===== src/rtl/cla_ctrl_pkg.sv =====
// ============================================================================
// Module   : cla_ctrl_pkg
// Brief    : Shared types and helpers for the nibble-serial CLA sequencer.
// Revision : 1.0
// ============================================================================
`default_nettype none

package cla_ctrl_pkg;

    typedef enum logic [1:0] {
        IDLE = 2'd0,
        RUN  = 2'd1,
        DONE = 2'd2
    } state_t;

    localparam int NIB_W = 4;

    function automatic int nib_count(input int width);
        return width / NIB_W;
    endfunction

endpackage

`default_nettype wire


===== src/rtl/cla4_slice.sv =====
// ============================================================================
// Module   : cla4_slice
// Brief    : Combinational 4-bit carry look-ahead adder slice.
// Revision : 1.0
// ============================================================================
`default_nettype none

module cla4_slice (
    input  logic [3:0] a4,
    input  logic [3:0] b4,
    input  logic       ci,
    output logic [3:0] s4,
    output logic       co
);

    logic [3:0] w_g;
    logic [3:0] w_p;
    logic [4:0] w_c;

    assign w_g = a4 & b4;
    assign w_p = a4 ^ b4;

    // Every carry is a flat sum of products of ci and the generate/propagate terms.
    assign w_c[0] = ci;
    assign w_c[1] = w_g[0] | (w_p[0] & ci);
    assign w_c[2] = w_g[1] | (w_p[1] & w_g[0]) | (w_p[1] & w_p[0] & ci);
    assign w_c[3] = w_g[2] | (w_p[2] & w_g[1]) | (w_p[2] & w_p[1] & w_g[0])
                  | (w_p[2] & w_p[1] & w_p[0] & ci);
    assign w_c[4] = w_g[3] | (w_p[3] & w_g[2]) | (w_p[3] & w_p[2] & w_g[1])
                  | (w_p[3] & w_p[2] & w_p[1] & w_g[0])
                  | (w_p[3] & w_p[2] & w_p[1] & w_p[0] & ci);

    assign s4 = w_p ^ w_c[3:0];
    assign co = w_c[4];

endmodule

`default_nettype wire


===== src/rtl/cla_nibble_serial_ctrl.sv =====
// ============================================================================
// Module   : cla_nibble_serial_ctrl
// Brief    : WIDTH-bit adder reusing one 4-bit CLA slice, one nibble per clock.
//            Optional macro CLA_CTRL_OVF_EN adds the signed overflow output ovf.
// Revision : 1.0
// ============================================================================
`default_nettype none

module cla_nibble_serial_ctrl
    import cla_ctrl_pkg::*;
#(
    parameter int WIDTH = 32
) (
    input  logic             clk,
    input  logic             rst,
    input  logic             in_valid,
    output logic             in_ready,
    input  logic [WIDTH-1:0] a,
    input  logic [WIDTH-1:0] b,
    input  logic             cin,
    output logic             out_valid,
    input  logic             out_ready,
    output logic [WIDTH-1:0] sum,
    output logic             cout,
    output logic             busy
`ifdef CLA_CTRL_OVF_EN
    ,
    output logic             ovf
`endif
);

    localparam int NIB   = nib_count(WIDTH);
    localparam int IDX_W = (NIB > 1) ? $clog2(NIB) : 1;
    localparam logic [IDX_W-1:0] c_last_idx = IDX_W'(NIB - 1);

    generate
        if ((WIDTH % NIB_W) != 0 || WIDTH < 8) begin : g_bad_width
            $error("cla_nibble_serial_ctrl: WIDTH must be a multiple of 4 and >= 8");
        end
    endgenerate

    state_t             r_state;
    state_t             w_next;
    logic [WIDTH-1:0]   r_a;
    logic [WIDTH-1:0]   r_b;
    logic [WIDTH-1:0]   r_sum;
    logic               r_carry;
    logic               r_cout;
    logic [IDX_W-1:0]   r_idx;
    logic [NIB_W-1:0]   w_a4;
    logic [NIB_W-1:0]   w_b4;
    logic [NIB_W-1:0]   w_s4;
    logic               w_co;
    logic               w_last;

    assign w_a4   = r_a[NIB_W*r_idx +: NIB_W];
    assign w_b4   = r_b[NIB_W*r_idx +: NIB_W];
    assign w_last = (r_idx == c_last_idx);

    cla4_slice u_slice (
        .a4 (w_a4),
        .b4 (w_b4),
        .ci (r_carry),
        .s4 (w_s4),
        .co (w_co)
    );

    always_ff @(posedge clk or posedge rst) begin
        if (rst) r_state <= IDLE;
        else     r_state <= w_next;
    end

    always_comb begin
        w_next = r_state;
        case (r_state)
            IDLE:    if (in_valid)  w_next = RUN;
            RUN:     if (w_last)    w_next = DONE;
            DONE:    if (out_ready) w_next = IDLE;
            default:                w_next = IDLE;
        endcase
    end

    // Handshake flags decode straight from the state register, so reset clears them at once.
    always_comb begin
        in_ready  = (r_state == IDLE);
        out_valid = (r_state == DONE);
        busy      = (r_state != IDLE);
    end

    always_ff @(posedge clk or posedge rst) begin
        if (rst) begin
            r_a     <= '0;
            r_b     <= '0;
            r_sum   <= '0;
            r_carry <= 1'b0;
            r_cout  <= 1'b0;
            r_idx   <= '0;
        end else begin
            case (r_state)
                IDLE: begin
                    if (in_valid) begin
                        r_a     <= a;
                        r_b     <= b;
                        r_carry <= cin;
                        r_idx   <= '0;
                    end
                end
                RUN: begin
                    r_sum[NIB_W*r_idx +: NIB_W] <= w_s4;
                    r_carry <= w_co;
                    if (w_last) r_cout <= w_co;
                    else        r_idx  <= r_idx + IDX_W'(1);
                end
                default: ;
            endcase
        end
    end

    assign sum  = r_sum;
    assign cout = r_cout;

`ifdef CLA_CTRL_OVF_EN
    logic r_ovf;

    // The sign bit is only known when the top nibble leaves the slice.
    always_ff @(posedge clk or posedge rst) begin
        if (rst) begin
            r_ovf <= 1'b0;
        end else if (r_state == RUN && w_last) begin
            r_ovf <= (r_a[WIDTH-1] == r_b[WIDTH-1]) && (w_s4[NIB_W-1] != r_a[WIDTH-1]);
        end
    end

    assign ovf = r_ovf;
`endif

endmodule

`default_nettype wire


===== config.mk =====
export PLATFORM = sky130hd
export DESIGN_NAME = cla_nibble_serial_ctrl
export DESIGN_NICKNAME = d
export VERILOG_FILES = /design/src/rtl/cla_ctrl_pkg.sv /design/src/rtl/cla4_slice.sv /design/src/rtl/cla_nibble_serial_ctrl.sv
export SDC_FILE = /design/constraint.sdc
export NUM_CORES = 1
export LEC_CHECK = 0
export ABC_AREA = 1
export BUFFER_PORTS_ARGS = -buffer_cell sky130_fd_sc_hd__buf_2
export CORE_MARGIN = 4
export CORE_UTILIZATION = 43
export DETAILED_ROUTE_END_ITERATION = 12
export PLACE_DENSITY = 0.75
export SETUP_SLACK_MARGIN = 0.4
export SLEW_MARGIN = 20
export SYNTH_ARGS = -nofsm -noshare
export SYNTH_HDL_FRONTEND = slang
export SYNTH_SLANG_ARGS = --single-unit

===== constraint.sdc =====
create_clock -name clk -period 5.1 [get_ports clk]
set_input_delay 0.255 -clock clk [delete_from_list [all_inputs] [get_ports clk]]
set_output_delay 0.255 -clock clk [all_outputs]
set_load 0.02 [all_outputs]

==> reports/results.ini <==
[status]
status = complete, no violations

[routing]
drtIter0Drc = 276
wl_per_cell_um = 15.30
drt_pre_antenna_iters = 4
via_per_inst = 5.208
num_vias = 3786
final_antenna_net_count = 0
drt-total-wl_um = 11120
drc = 0

[hold_path]
hold_path_class = input port to register

[timing]
finalSetupViolations = 0
worst_pin_slew_ps = 992.9
finalCriticalPeriod_ps = 3867
max_clock_freq_mhz = 258.6
finClkSkew_ps = 11.31
hold_violations = 0
setup_slack_ps = 1233
max-slew-margin-rel_pct = 33.40
fin_crit_sh_pct = 75.83
tns_ps = 0
maxSlewViolCount = 0
rsz0062_at_grt = false

[worst_setup_path]
crit_slowest_cell = clkinv_1
cp.required_ps = 5380
cp_cell_sequence = buf_4 > clkinv_1 > o21ai_0 > o22ai_1 > nand2_1 > nand2_1 > ha_1 > or2_2 > nand2_1 > nand2_1 > nand2_1 > nand3_1 > nor2_1 > nand3_1 > nand2_1
worstPathMaxFanout = 42
r2r_slack_ps = 1230
cp-start-kind = register
crit_buf_inv = 2
worstSetupPathType = register to register
crit_path_frequent_cell = nand2_1
critical_path.top_delay_family = buffers and inverters
end_kind = register
crit_path_max_incr_delay_ps = 900
arrival_ps = 4150

[synth]
synth_edf_count = 0
synthMuxAreaShare_pct = 13.71
synth_seq_cells = 103
synth_top_family_by_area = simple AND/OR/NAND/NOR gates
synthXorXnorAreaFrac_pct = 0.1811
synth-seq-area-share_pct = 53.29
ys_async_sr_fraction_pct = 100.0
synth_compound_area_share_pct = 9.571
synthAdderAreaFrac_pct = 3.259
synthesis.area_um2 = 4837
synth.net_count = 566
synth.yosys.warnings = 0
ys_types = 29
yosys.area_share.simple_pct = 14.25
ys.flop_type = dfrtp_1
syn_area_per_cell_um2 = 9.973
syn-instance-count = 485

[finish]
drive_gt1_share_pct = 32.20
syn_to_final_growth_pct = 18.80
antenna_cells = 0
seq_area_um2 = 2577
nets = 663
fill_cells = 989
final_util_pct = 52.55
multi_input_area_um2 = 1984

[clock_tree]
clkTransAtPathRegs_ps = 70
cts_buffers = 9
cts_sinks = 103
root_buffer = clkbuf_16
ctsResizeCount = 0
ctsHoldBuffers = 1
clock_latency_ps = 350
post-cts-setup-buffers = 0
htree_num_levels = 3
clk_path_buf_depth = 2
cts_tree = yes

[pwr]
p_total_mw = 4.065
power_leakage_nw = 2.863
p_sw_mw = 1.737
swShare_pct = 42.72
p_int_mw = 2.328
clkPwrFrac_pct = 17.6
power_density_nw_per_um2 = 707.4
combPwrFrac_pct = 47.3
p_seq_share_pct = 35.1
ir_worst_vdd_mv = 0.3766

[global_route]
grt_overflow = 0
grt_pass1_vias = 3905
grt_usage_pct = 17.57
grt_max_degree = 90
antenna_found_initial = 0
grt_pass1_wl_um = 18260

[placement]
dp_hpwl_um = 8069
portBuffers = 104
gp_congestion = 0.8211
pre_cts_slack_ps = 1723

[floorplan]
core-area_um2 = 10940
fp.dieH_um = 114.1
die_x_um = 114.1
rows = 38
dieArea_um2 = 13010
ios = 105
initial_utilization_pct = 44.23

[flow_run]
max_cap_violations = 0

==> layer usage <==
layer  GRT usage (%)  vias to the layer above  wire [um]
met5               0                        -          0
met4           5.542                        0        139
met3           3.964                       13        683
met2           30.52                      122       5637
met1           21.81                     1825       4663
li1                -                     1826          -
==> worst reg2reg max path, cell delays in order (launching register included) <==
cell and delay (ps):
dfrtp_1 330, buf_4 380, clkinv_1 910, o21ai_0 490
o22ai_1 130, nand2_1 80, nand2_1 80, ha_1 330
or2_2 310, nand2_1 90, nand2_1 50, nand2_1 90
nand3_1 100, nor2_1 240, nand3_1 120, nand2_1 90
==> cell usage in the layout (no fill, tap or decap), types with 2 or more instances in the layout <==
cell type / instances
buf_2: 104
dfrtp_1: 103
nand2_1: 87
mux2_2: 58
o21ai_0: 55
nor2_1: 47
inv_1: 32
nand3_1: 16
a21oi_1: 12
ha_1: 11
clkbuf_16: 9
o22ai_1: 8
nor3_1: 5
nand4_1: 4
o211ai_1: 4
a31oi_1: 4
o21ai_1: 3
clkinv_4: 3
clkinv_1: 2
nor3_2: 2
buf_4: 2
==> synthesized netlist by cell type (6+ instances only) <==
library cell | n | area, um^2
dfrtp_1 | 103 | 2577
nand2_1 | 88 | 330.3
mux2_2 | 58 | 653.1
o21ai_0 | 55 | 275.3
nor2_1 | 47 | 176.4
inv_1 | 34 | 127.6
nand3_1 | 16 | 80.08
a21oi_1 | 12 | 60.06
ha_1 | 11 | 137.6
buf_2 | 9 | 45.04
o22ai_1 | 8 | 50.05
buf_6 | 6 | 67.56
clkbuf_1 | 6 | 22.52
==> metrics by stage <==
| step | hold slack [ps] | instances | area (um^2) |
|---|---|---|---|
| 2_1_floorplan | 350.6 | 485 | 4837 |
| 3_3_place_gp | 179.6 | 710 | 5418 |
| 3_5_place_dp | 187.6 | 710 | 5418 |
| 4_1_cts | 90.93 | 727 | 5743 |
| 5_1_grt | 102.2 | 727 | 5747 |
| 6_report | 95.43 | 727 | 5747 |
==> state kept, by name (all words and copies together) (netlist names) <==
register,cells
r_state,2
sum,32
r_carry,1
cout,1
r_idx,3
r_b,32
r_a,32
==> power groups by stage <==
| stage | logic (mW) | clock network, mW | registers [mW] |
|---|---|---|---|
| floorplan | 1.38 | 0 | 1.47 |
| global placement | 1.84 | 0 | 1.43 |
| detailed placement | 1.91 | 0 | 1.44 |
| CTS | 1.92 | 0.729 | 1.43 |
| global route | 2.17 | 0.757 | 1.47 |
| finish | 1.92 | 0.715 | 1.43 |
==> kinds of logic (layout without fill, tap and decap cells) <==
kind of cell             after synthesis  after routing
multiplexers                          59             59
buffers and inverters                 58            160
flip-flops                           103            103
adder cells (fa/ha/maj)               12             12
XOR/XNOR                               1              1
AO/OA/AOI/OAI                         87             87
AND/OR/NAND/NOR                      165            165
==> path summary, 6_finish.rpt <==
kind                                start          to  cells past startpoint
worst max-delay path             r_idx[0]     sum[23]                     15
worst min-delay path            out_ready  r_state[1]                      2
worst max register to register   r_idx[0]     sum[23]                     15
worst min register to register     sum[5]      sum[5]                      2
max in group asynchronous             rst      r_a[9]                      4
min in group asynchronous             rst     r_a[23]                      3
==> layout make-up <==
type,instances,share of cell area [%]
timing repair buffer,108,9.689
sequential,103,44.85
clock inverter,6,1.328
inverter,36,2.395
multi-input combinational,324,34.53
clock buffer,10,4.158
tap,140,3.048
Power figures use the tool's default switching activity.
